`config.mk`:
```
export PLATFORM = sky130hd
export DESIGN_NAME = mem_stage_hs_flat
export DESIGN_NICKNAME = d
export VERILOG_FILES = /design/src/rtl/mycpu_pkg.sv /design/src/rtl/mem_stage_hs_if.sv /design/src/rtl/mem_stage_hs_load_extract.sv /design/src/rtl/mem_stage_hs.sv /design/src/flat_wrapper.sv
export SDC_FILE = /design/constraint.sdc
export NUM_CORES = 1
export LEC_CHECK = 0
export CAP_MARGIN = 15
export CORE_MARGIN = 3
export CORE_UTILIZATION = 44
export DETAILED_ROUTE_END_ITERATION = 7
export GPL_TIMING_DRIVEN = 0
export MAX_ROUTING_LAYER = met4
export PLACE_DENSITY = 0.88
export RECOVER_POWER = 50
export SETUP_SLACK_MARGIN = 0.4
export SLEW_MARGIN = 15
export SYNTH_ARGS = -nofsm -noshare
export SYNTH_HDL_FRONTEND = slang
export SYNTH_SLANG_ARGS = --single-unit
export TNS_END_PERCENT = 10
```
`constraint.sdc`:
```
create_clock -name clk -period 6.8 [get_ports clk]
set_input_delay 1.02 -clock clk [delete_from_list [all_inputs] [get_ports clk]]
set_output_delay 1.02 -clock clk [all_outputs]
set_load 0.02 [all_outputs]
```
`src/rtl/mycpu_pkg.sv`:
```
// Shared definitions for the MEM stage and its helpers.
//   DATA_W          : data bus width assumed by the extraction logic
//   LD_SIZE_B/H/W   : es_ld_size encodings (byte, half, word)
//   MS_ST_*         : per-instruction response state held in MEM
//   ld_misaligned() : alignment test used when MS_MISALIGN_CHECK_EN is defined
package mycpu_pkg;

  localparam int unsigned DATA_W = 32;

  typedef enum logic [1:0] {
    LD_SIZE_B = 2'b00,
    LD_SIZE_H = 2'b01,
    LD_SIZE_W = 2'b10
  } ld_size_e;

  typedef enum logic [1:0] {
    MS_ST_NOREQ = 2'b00,
    MS_ST_WAIT  = 2'b01,
    MS_ST_HELD  = 2'b10
  } ms_st_e;

  function automatic logic ld_misaligned(input logic [1:0] size, input logic [1:0] addr_lo);
    ld_misaligned = ((size == LD_SIZE_H) && addr_lo[0]) ||
                    ((size == LD_SIZE_W) && (addr_lo != 2'b00));
  endfunction

endpackage

```
`src/rtl/mem_stage_hs_if.sv`:
```
// EX->MEM handshake plus the data-response channel of the handshake bus.
//   master : EX / memory side, drives instruction fields and responses,
//            observes ms_allowin
//   slave  : MEM stage, consumes instruction fields and responses,
//            drives ms_allowin
interface mem_stage_hs_if #(
  parameter int unsigned PC_W   = 32,
  parameter int unsigned DATA_W = 32
);
  logic              es_to_ms_valid;
  logic              ms_allowin;
  logic [PC_W-1:0]   es_pc;
  logic [DATA_W-1:0] es_alu_result;
  logic [4:0]        es_dest;
  logic              es_gr_we;
  logic              es_ld_en;
  logic [1:0]        es_ld_size;
  logic              es_ld_sign;
  logic              es_req_sent;
  logic              es_req_pending;
  logic              data_ok;
  logic [DATA_W-1:0] data_rdata;

  modport master (
    output es_to_ms_valid, es_pc, es_alu_result, es_dest, es_gr_we,
           es_ld_en, es_ld_size, es_ld_sign, es_req_sent, es_req_pending,
           data_ok, data_rdata,
    input  ms_allowin
  );

  modport slave (
    input  es_to_ms_valid, es_pc, es_alu_result, es_dest, es_gr_we,
           es_ld_en, es_ld_size, es_ld_sign, es_req_sent, es_req_pending,
           data_ok, data_rdata,
    output ms_allowin
  );
endinterface

```
`src/rtl/mem_stage_hs_load_extract.sv`:
```
// load_extract: combinational byte/half/word selection and extension.
//   raw     : 32-bit response word (buffered or live)
//   addr_lo : load address bits [1:0]
//   size    : LD_SIZE_B / LD_SIZE_H / LD_SIZE_W
//   sign    : 1 = sign-extend, 0 = zero-extend
//   result  : extended 32-bit value
// Half uses addr_lo[1] only; word ignores addr_lo.
module load_extract
  import mycpu_pkg::*;
(
  input  logic [31:0] raw,
  input  logic [1:0]  addr_lo,
  input  logic [1:0]  size,
  input  logic        sign,
  output logic [31:0] result
);

  logic [7:0]  byte_sel;
  logic [15:0] half_sel;

  always_comb begin
    byte_sel = raw[{addr_lo, 3'b000} +: 8];
    half_sel = addr_lo[1] ? raw[31:16] : raw[15:0];
  end

  always_comb begin
    result = raw;
    case (size)
      LD_SIZE_B: result = {{24{sign & byte_sel[7]}}, byte_sel};
      LD_SIZE_H: result = {{16{sign & half_sel[15]}}, half_sel};
      default:   result = raw;
    endcase
  end

endmodule

```
`src/rtl/mem_stage_hs.sv`:
```
// mem_stage_hs: MEM pipeline stage for a req/addr_ok/data_ok data bus.
// Waits for the load response, extracts/extends it, buffers it while WB
// stalls, cancels in-flight responses on flush, and drives ID forwarding.
// Ports:
//   clk, reset        : clock, synchronous active-high reset
//   flush             : kill stage contents, cancel outstanding responses
//   ws_allowin        : WB can accept
//   bus (slave)       : EX->MEM fields, ms_allowin, data_ok/data_rdata
//   ms_to_ws_valid, ms_pc, ms_dest, ms_gr_we, ms_final_result : to WB
//   ms_fwd_valid, ms_fwd_dest, ms_fwd_data, ms_fwd_stall       : to ID
//   ms_ale            : misaligned load flag (only with MS_MISALIGN_CHECK_EN)
// Build option: define MS_MISALIGN_CHECK_EN to add misaligned-load detection.
module mem_stage_hs
  import mycpu_pkg::*;
#(
  parameter int unsigned PC_W         = 32,
  parameter int unsigned DATA_W       = 32,
  parameter int unsigned MAX_INFLIGHT = 2
) (
  input  logic              clk,
  input  logic              reset,
  input  logic              flush,
  input  logic              ws_allowin,
  mem_stage_hs_if.slave     bus,
  output logic              ms_to_ws_valid,
  output logic [PC_W-1:0]   ms_pc,
  output logic [4:0]        ms_dest,
  output logic              ms_gr_we,
  output logic [DATA_W-1:0] ms_final_result,
  output logic              ms_fwd_valid,
  output logic [4:0]        ms_fwd_dest,
  output logic [DATA_W-1:0] ms_fwd_data,
  output logic              ms_fwd_stall
`ifdef MS_MISALIGN_CHECK_EN
  ,
  output logic              ms_ale
`endif
);

  if (DATA_W != 32) begin : g_width_check
    $error("mem_stage_hs: DATA_W must be 32");
  end

  localparam int unsigned CNT_W = $clog2(MAX_INFLIGHT + 1);

  logic              ms_valid;
  ms_st_e            ms_st, ms_st_nxt;
  logic [PC_W-1:0]   pc_r;
  logic [DATA_W-1:0] alu_r;
  logic [4:0]        dest_r;
  logic              gr_we_r;
  logic              ld_en_r;
  ld_size_e          ld_size_r;
  logic              ld_sign_r;
  logic [DATA_W-1:0] buf_r;
  logic              buf_load;
  logic [CNT_W-1:0]  cancel_cnt;
  logic [CNT_W+1:0]  cnt_sum;
  logic [CNT_W-1:0]  cnt_nxt;

  logic   cancel_hit;
  logic   resp_live;
  logic   st_wait;
  logic   ms_ready_go;
  logic   ms_allowin;
  logic   accept;
  logic   es_mis;
  logic   ale;
  ms_st_e ent_st;
  logic [DATA_W-1:0] raw_word;
  logic [31:0]       ext_result;

  // Response routing: a data_ok is either owed to a cancelled request
  // (cancel_cnt > 0) or belongs to the load currently in MEM.
  assign cancel_hit  = bus.data_ok && (cancel_cnt != '0);
  assign resp_live   = bus.data_ok && (cancel_cnt == '0);
  assign st_wait     = (ms_st == MS_ST_WAIT);
  assign ms_ready_go = (ms_st == MS_ST_NOREQ) || (ms_st == MS_ST_HELD) ||
                       (st_wait && resp_live);
  assign ms_allowin  = !ms_valid || (ms_ready_go && ws_allowin);
  assign accept      = bus.es_to_ms_valid && ms_allowin;
  assign bus.ms_allowin = ms_allowin;

`ifdef MS_MISALIGN_CHECK_EN
  assign es_mis = bus.es_ld_en && ld_misaligned(bus.es_ld_size, bus.es_alu_result[1:0]);
  assign ale    = ms_valid && ld_en_r && ld_misaligned(ld_size_r, alu_r[1:0]);
  assign ms_ale = ale;
`else
  assign es_mis = 1'b0;
  assign ale    = 1'b0;
`endif

  assign ent_st = (bus.es_ld_en && bus.es_req_sent && !es_mis) ? MS_ST_WAIT : MS_ST_NOREQ;

  always_ff @(posedge clk) begin
    if (reset) begin
      ms_st <= MS_ST_NOREQ;
    end else begin
      ms_st <= ms_st_nxt;
    end
  end

  // The instruction leaves exactly when ms_allowin is high, so the pass-through
  // case needs no state of its own; only a live response that WB cannot take
  // this cycle moves the instruction to HELD.
  always_comb begin
    ms_st_nxt = ms_st;
    buf_load  = 1'b0;
    if (flush) begin
      ms_st_nxt = MS_ST_NOREQ;
    end else if (ms_allowin) begin
      ms_st_nxt = bus.es_to_ms_valid ? ent_st : MS_ST_NOREQ;
    end else if (ms_valid && st_wait && resp_live) begin
      ms_st_nxt = MS_ST_HELD;
      buf_load  = 1'b1;
    end
  end

  always_ff @(posedge clk) begin
    if (reset) begin
      ms_valid <= 1'b0;
    end else if (flush) begin
      ms_valid <= 1'b0;
    end else if (ms_allowin) begin
      ms_valid <= bus.es_to_ms_valid;
    end
  end

  always_ff @(posedge clk) begin
    if (reset) begin
      gr_we_r <= 1'b0;
      ld_en_r <= 1'b0;
    end else if (accept && !flush) begin
      pc_r      <= bus.es_pc;
      alu_r     <= bus.es_alu_result;
      dest_r    <= bus.es_dest;
      gr_we_r   <= bus.es_gr_we;
      ld_en_r   <= bus.es_ld_en;
      ld_size_r <= ld_size_e'(bus.es_ld_size);
      ld_sign_r <= bus.es_ld_sign;
    end
  end

  always_ff @(posedge clk) begin
    if (buf_load) begin
      buf_r <= bus.data_rdata;
    end
  end

  // On flush the MEM load stays owed unless its own response lands this
  // cycle; a response consumed by an older cancel does not settle it.
  always_comb begin
    cnt_sum = {2'b00, cancel_cnt};
    if (flush && ms_valid && st_wait && !resp_live) begin
      cnt_sum = cnt_sum + (CNT_W+2)'(1);
    end
    if (flush && bus.es_req_pending) begin
      cnt_sum = cnt_sum + (CNT_W+2)'(1);
    end
    if (cancel_hit) begin
      cnt_sum = cnt_sum - (CNT_W+2)'(1);
    end
    if (cnt_sum > (CNT_W+2)'(MAX_INFLIGHT)) begin
      cnt_nxt = CNT_W'(MAX_INFLIGHT);
    end else begin
      cnt_nxt = cnt_sum[CNT_W-1:0];
    end
  end

  always_ff @(posedge clk) begin
    if (reset) begin
      cancel_cnt <= '0;
    end else begin
      cancel_cnt <= cnt_nxt;
    end
  end

  a_cancel_no_overflow: assert property (
    @(posedge clk) disable iff (reset) cnt_sum <= (CNT_W+2)'(MAX_INFLIGHT)
  );

  assign raw_word = (ms_st == MS_ST_HELD) ? buf_r : bus.data_rdata;

  load_extract u_load_extract (
    .raw     (raw_word),
    .addr_lo (alu_r[1:0]),
    .size    (ld_size_r),
    .sign    (ld_sign_r),
    .result  (ext_result)
  );

  assign ms_to_ws_valid  = ms_valid && ms_ready_go;
  assign ms_pc           = pc_r;
  assign ms_dest         = dest_r;
  assign ms_gr_we        = gr_we_r && !ale;
  assign ms_final_result = ld_en_r ? ext_result : alu_r;
  assign ms_fwd_valid    = ms_valid && ms_gr_we;
  assign ms_fwd_dest     = dest_r;
  assign ms_fwd_data     = ms_final_result;
  assign ms_fwd_stall    = ms_valid && ld_en_r && !ms_ready_go;

endmodule

```
`src/flat_wrapper.sv`:
```
// flat-port wrapper written by rule: the top's interface ports become plain ports
module mem_stage_hs_flat import mycpu_pkg::*;
#(
  parameter int unsigned PC_W         = 32,
  parameter int unsigned DATA_W       = 32,
  parameter int unsigned MAX_INFLIGHT = 2
)
  (clk, reset, flush, ws_allowin, ms_to_ws_valid, ms_pc, ms_dest, ms_gr_we, ms_final_result, ms_fwd_valid, ms_fwd_dest, ms_fwd_data, ms_fwd_stall, bus_es_to_ms_valid, bus_es_pc, bus_es_alu_result, bus_es_dest, bus_es_gr_we, bus_es_ld_en, bus_es_ld_size, bus_es_ld_sign, bus_es_req_sent, bus_es_req_pending, bus_data_ok, bus_data_rdata, bus_ms_allowin);
  mem_stage_hs_if #(.PC_W(PC_W), .DATA_W(DATA_W)) bus_i ();
  input  logic clk;
  input  logic reset;
  input  logic flush;
  input  logic ws_allowin;
  output logic ms_to_ws_valid;
  output logic [PC_W-1:0] ms_pc;
  output logic [4:0] ms_dest;
  output logic ms_gr_we;
  output logic [DATA_W-1:0] ms_final_result;
  output logic ms_fwd_valid;
  output logic [4:0] ms_fwd_dest;
  output logic [DATA_W-1:0] ms_fwd_data;
  output logic ms_fwd_stall;
  input wire logic [$bits(bus_i.es_to_ms_valid)-1:0] bus_es_to_ms_valid;
  input wire logic [$bits(bus_i.es_pc)-1:0] bus_es_pc;
  input wire logic [$bits(bus_i.es_alu_result)-1:0] bus_es_alu_result;
  input wire logic [$bits(bus_i.es_dest)-1:0] bus_es_dest;
  input wire logic [$bits(bus_i.es_gr_we)-1:0] bus_es_gr_we;
  input wire logic [$bits(bus_i.es_ld_en)-1:0] bus_es_ld_en;
  input wire logic [$bits(bus_i.es_ld_size)-1:0] bus_es_ld_size;
  input wire logic [$bits(bus_i.es_ld_sign)-1:0] bus_es_ld_sign;
  input wire logic [$bits(bus_i.es_req_sent)-1:0] bus_es_req_sent;
  input wire logic [$bits(bus_i.es_req_pending)-1:0] bus_es_req_pending;
  input wire logic [$bits(bus_i.data_ok)-1:0] bus_data_ok;
  input wire logic [$bits(bus_i.data_rdata)-1:0] bus_data_rdata;
  output wire logic [$bits(bus_i.ms_allowin)-1:0] bus_ms_allowin;
  assign bus_i.es_to_ms_valid = bus_es_to_ms_valid;
  assign bus_i.es_pc = bus_es_pc;
  assign bus_i.es_alu_result = bus_es_alu_result;
  assign bus_i.es_dest = bus_es_dest;
  assign bus_i.es_gr_we = bus_es_gr_we;
  assign bus_i.es_ld_en = bus_es_ld_en;
  assign bus_i.es_ld_size = bus_es_ld_size;
  assign bus_i.es_ld_sign = bus_es_ld_sign;
  assign bus_i.es_req_sent = bus_es_req_sent;
  assign bus_i.es_req_pending = bus_es_req_pending;
  assign bus_i.data_ok = bus_data_ok;
  assign bus_i.data_rdata = bus_data_rdata;
  assign bus_ms_allowin = bus_i.ms_allowin;
  mem_stage_hs #(.PC_W(PC_W), .DATA_W(DATA_W), .MAX_INFLIGHT(MAX_INFLIGHT)) u_core (.clk(clk), .reset(reset), .flush(flush), .ws_allowin(ws_allowin), .bus(bus_i), .ms_to_ws_valid(ms_to_ws_valid), .ms_pc(ms_pc), .ms_dest(ms_dest), .ms_gr_we(ms_gr_we), .ms_final_result(ms_final_result), .ms_fwd_valid(ms_fwd_valid), .ms_fwd_dest(ms_fwd_dest), .ms_fwd_data(ms_fwd_data), .ms_fwd_stall(ms_fwd_stall));
endmodule
```
==> metrics <==
outcome=completed; area added between synthesis and finish=51.3%; count leader, synth=edfxtp_1; synth cell count leaders=104 x edfxtp_1, 55 x nand2_1, 39 x buf_4; share of cells above drive strength 1=15.7%; Final Slew Violations=0; Slew Limit Headroom=47.9%; Final Cycle Share=69.0%; dpl ws=2.26 ns; gate count of the mapped netlist=443; Worst Path Max Fanout=7; Post-Route WL=17.1 mm; routed wl met2=8.75 mm; Post-synth EDFFs=104; YS warnings=0; wire length on met1=6.57 mm; critical path capture point type=output port; Finished Layout Cells=861; Max Freq=0.213 GHz; Post-CTS Resized=0; skew final=0.00770 ns; Initial Util=45.8%; DRT iter0 DRCs=346; initial antenna violation count=3; WP data required=5.78 ns; Tot GR Track Use=24.8%; post-route minimum period=4.69 ns; CP Data Arrival Time=3.67 ns; post-synthesis area per instance=12.7 sq um; Die Y=119 microns; pwr/cell area=205 nW/um^2; clk sinks=111; Setup Buffers After CTS=0; Hold Vio Cnt, Final=0; Skew-Pair Late Insertion Delay=0.35 ns; final worst slack=2.11 ns; asr flop ratio synth=0%; die area=14,100 sq um; highest metal used=met4; Yosys reg bits=111; Inserted Clock Buffers=9; VDD IR-drop max=0.136 mV; Vias/cell=5.42; Worst Setup Start Kind=primary input; TritonCTS clock tree=built; Mapped Nets=561; leakage=3.13 nW; synth unique cells=60; routed len/inst=19.9 microns; H-Tree Depth=3; largest net degree at the start of global routing=32; # DRC=0; post-detail-place hpwl=13.2 mm; Boundary Pins=225; met3 wire len=1.49 mm; ANT nets after route=0; Final Instance Area=8490 sq um; Filler cells=838; CTS max path bufs=2; Total Power=1.74 mW; Mapped Area=5610 sq um; Yosys top cell area share=55.7%; Die W=119 microns; Hold Buf Count CTS=0; clock root buffer=clkbuf_16; Most used DFF post-synth=edfxtp_1; unrepaired setup endpoints after global routing=no; number of global-route vias before repair=4,892; Synth area leader=edfxtp_1; synth top area cells=edfxtp_1 56%, buf_4 5.2%, nand2_1 3.7%; Port Buffers=224; Max-Cap Viols=0; clk slew on worst S/H paths=0.07 ns; worst hold path class=flop to flop; area of the multi-input gates=1910 sq um; # rows=40; Core ar.=12,300 sq um; Vias=4,663; Register Area=3260 sq um; Post-Place Cell Area=8160 sq um; gr ovfl total=0; sequential share of the synthesized area=58.1%; setup violators final=0; post-layout net count=803; Setup CP Type=primary input to output port; first-pass GRT wire length=26.4 mm; Placed Cells incl. Taps=842; Worst-Margin Slew=0.779 ns; Final GP Congestion=0.949; drt first pass iters=5
## cell type report
class                   instances  area share (%)
flip-flops and latches        111            38.4
repair buffers                231            27.3
multi-input cells             258            22.5
plain buffers                  60            4.61
clock buffers                   9            2.65
well taps                     168            2.48
clock inverters                 7            1.31
inverters                      14           0.619
diodes                          3          0.0884
## worst max-delay path, cell delays in order
cell and delay (ns):
dlygate4sd3_1 0.59, mux4_1 0.51, nand2b_4 0.19, a41oi_4 0.51, a221oi_2 0.14, buf_4 0.18
clkdlybuf4s50_1 0.52
## layout by cell type, fill, tap and decap left out, drive strengths merged, types with 2 or more instances in the layout
master           n
a21oi           23
a221oi           7
a22oi            2
a31oi            3
and2             5
and3             2
and3b            2
buf             51
bufinv           2
clkbuf          25
clkdlybuf4s50   75
clkinv           2
dfxtp            7
diode            3
dlygate4sd3    149
edfxtp         104
ha               4
inv             17
mux2             9
mux2i           11
mux4            10
nand2           55
nand2b           7
nand3            9
nand4            2
nor2            32
nor2b            3
nor3             3
nor4             3
o211ai           7
o21ai           10
o22a             7
o22ai           17
o31a             2
o31ai            2
or2              2
## registers in the layout, summed over array words and instances (netlist names)
| signal | flops |
|---|---|
| u_core.ms_dest | 5 |
| u_core.ms_valid | 1 |
| u_core.cancel_cnt | 2 |
| u_core.ms_pc | 32 |
| u_core.ld_size_r | 2 |
| u_core.ms_st | 2 |
| u_core.ld_en_r | 1 |
| u_core.alu_r | 32 |
| u_core.buf_r | 32 |
| u_core.ld_sign_r | 1 |
| u_core.ms_gr_we | 1 |
## stage by stage
| stage | util [%] | setup TNS [ns] | hold WS, ns |
|---|---|---|---|
| global placement | 65.8 | -55.19 | 0.510 |
| floorplan | - | 0 | 0.538 |
| detailed placement | 66.5 | 0 | 0.525 |
| finish | 69.2 | 0 | 0.537 |
| global route | 69.2 | 0 | 0.586 |
| CTS | 69.3 | 0 | 0.553 |
## report_power, final
part / total [mW] / leakage, nW / internal [mW] / switching (mW)
clock: 0.598 / 0.166 / 0.333 / 0.265
sequential: 0.776 / 1.00 / 0.766 / 0.00991
combinational: 0.364 / 1.96 / 0.180 / 0.184
total: 1.74 / 3.13 / 1.28 / 0.458
## cells by family after synthesis
logic type | count (synthesis) | synth area share (%)
adders and majority gates | 4 | 0.892
AOI/OAI and AO/OA | 89 | 12.9
DFF | 111 | 58.1
buffers and inverters | 74 | 7.92
and+or+nand+nor | 133 | 11.6
xor gates and xnor gates | 2 | 0.557
muxes | 30 | 7.98
## layer usage
| layer | vias to the layer above | track usage (%) |
|---|---|---|
| met5 | - | - |
| met4 | 0 | 7.31 |
| met3 | 30 | 5.94 |
| met2 | 282 | 41.8 |
| met1 | 2226 | 29.8 |
| li1 | 2125 | - |
## worst paths after layout
path	startpoint	endpoint	slack, ns	depth (start not counted)
max	bus_data_rdata[31]	ms_fwd_data[10]	2.11	7
min	u_core.ms_gr_we	u_core.ms_gr_we	0.54	2
max reg2reg	u_core.cancel_cnt[0]	u_core.cancel_cnt[0]	3.66	15
min reg2reg	u_core.ms_gr_we	u_core.ms_gr_we	0.54	2
Power figures use the tool's default switching activity.
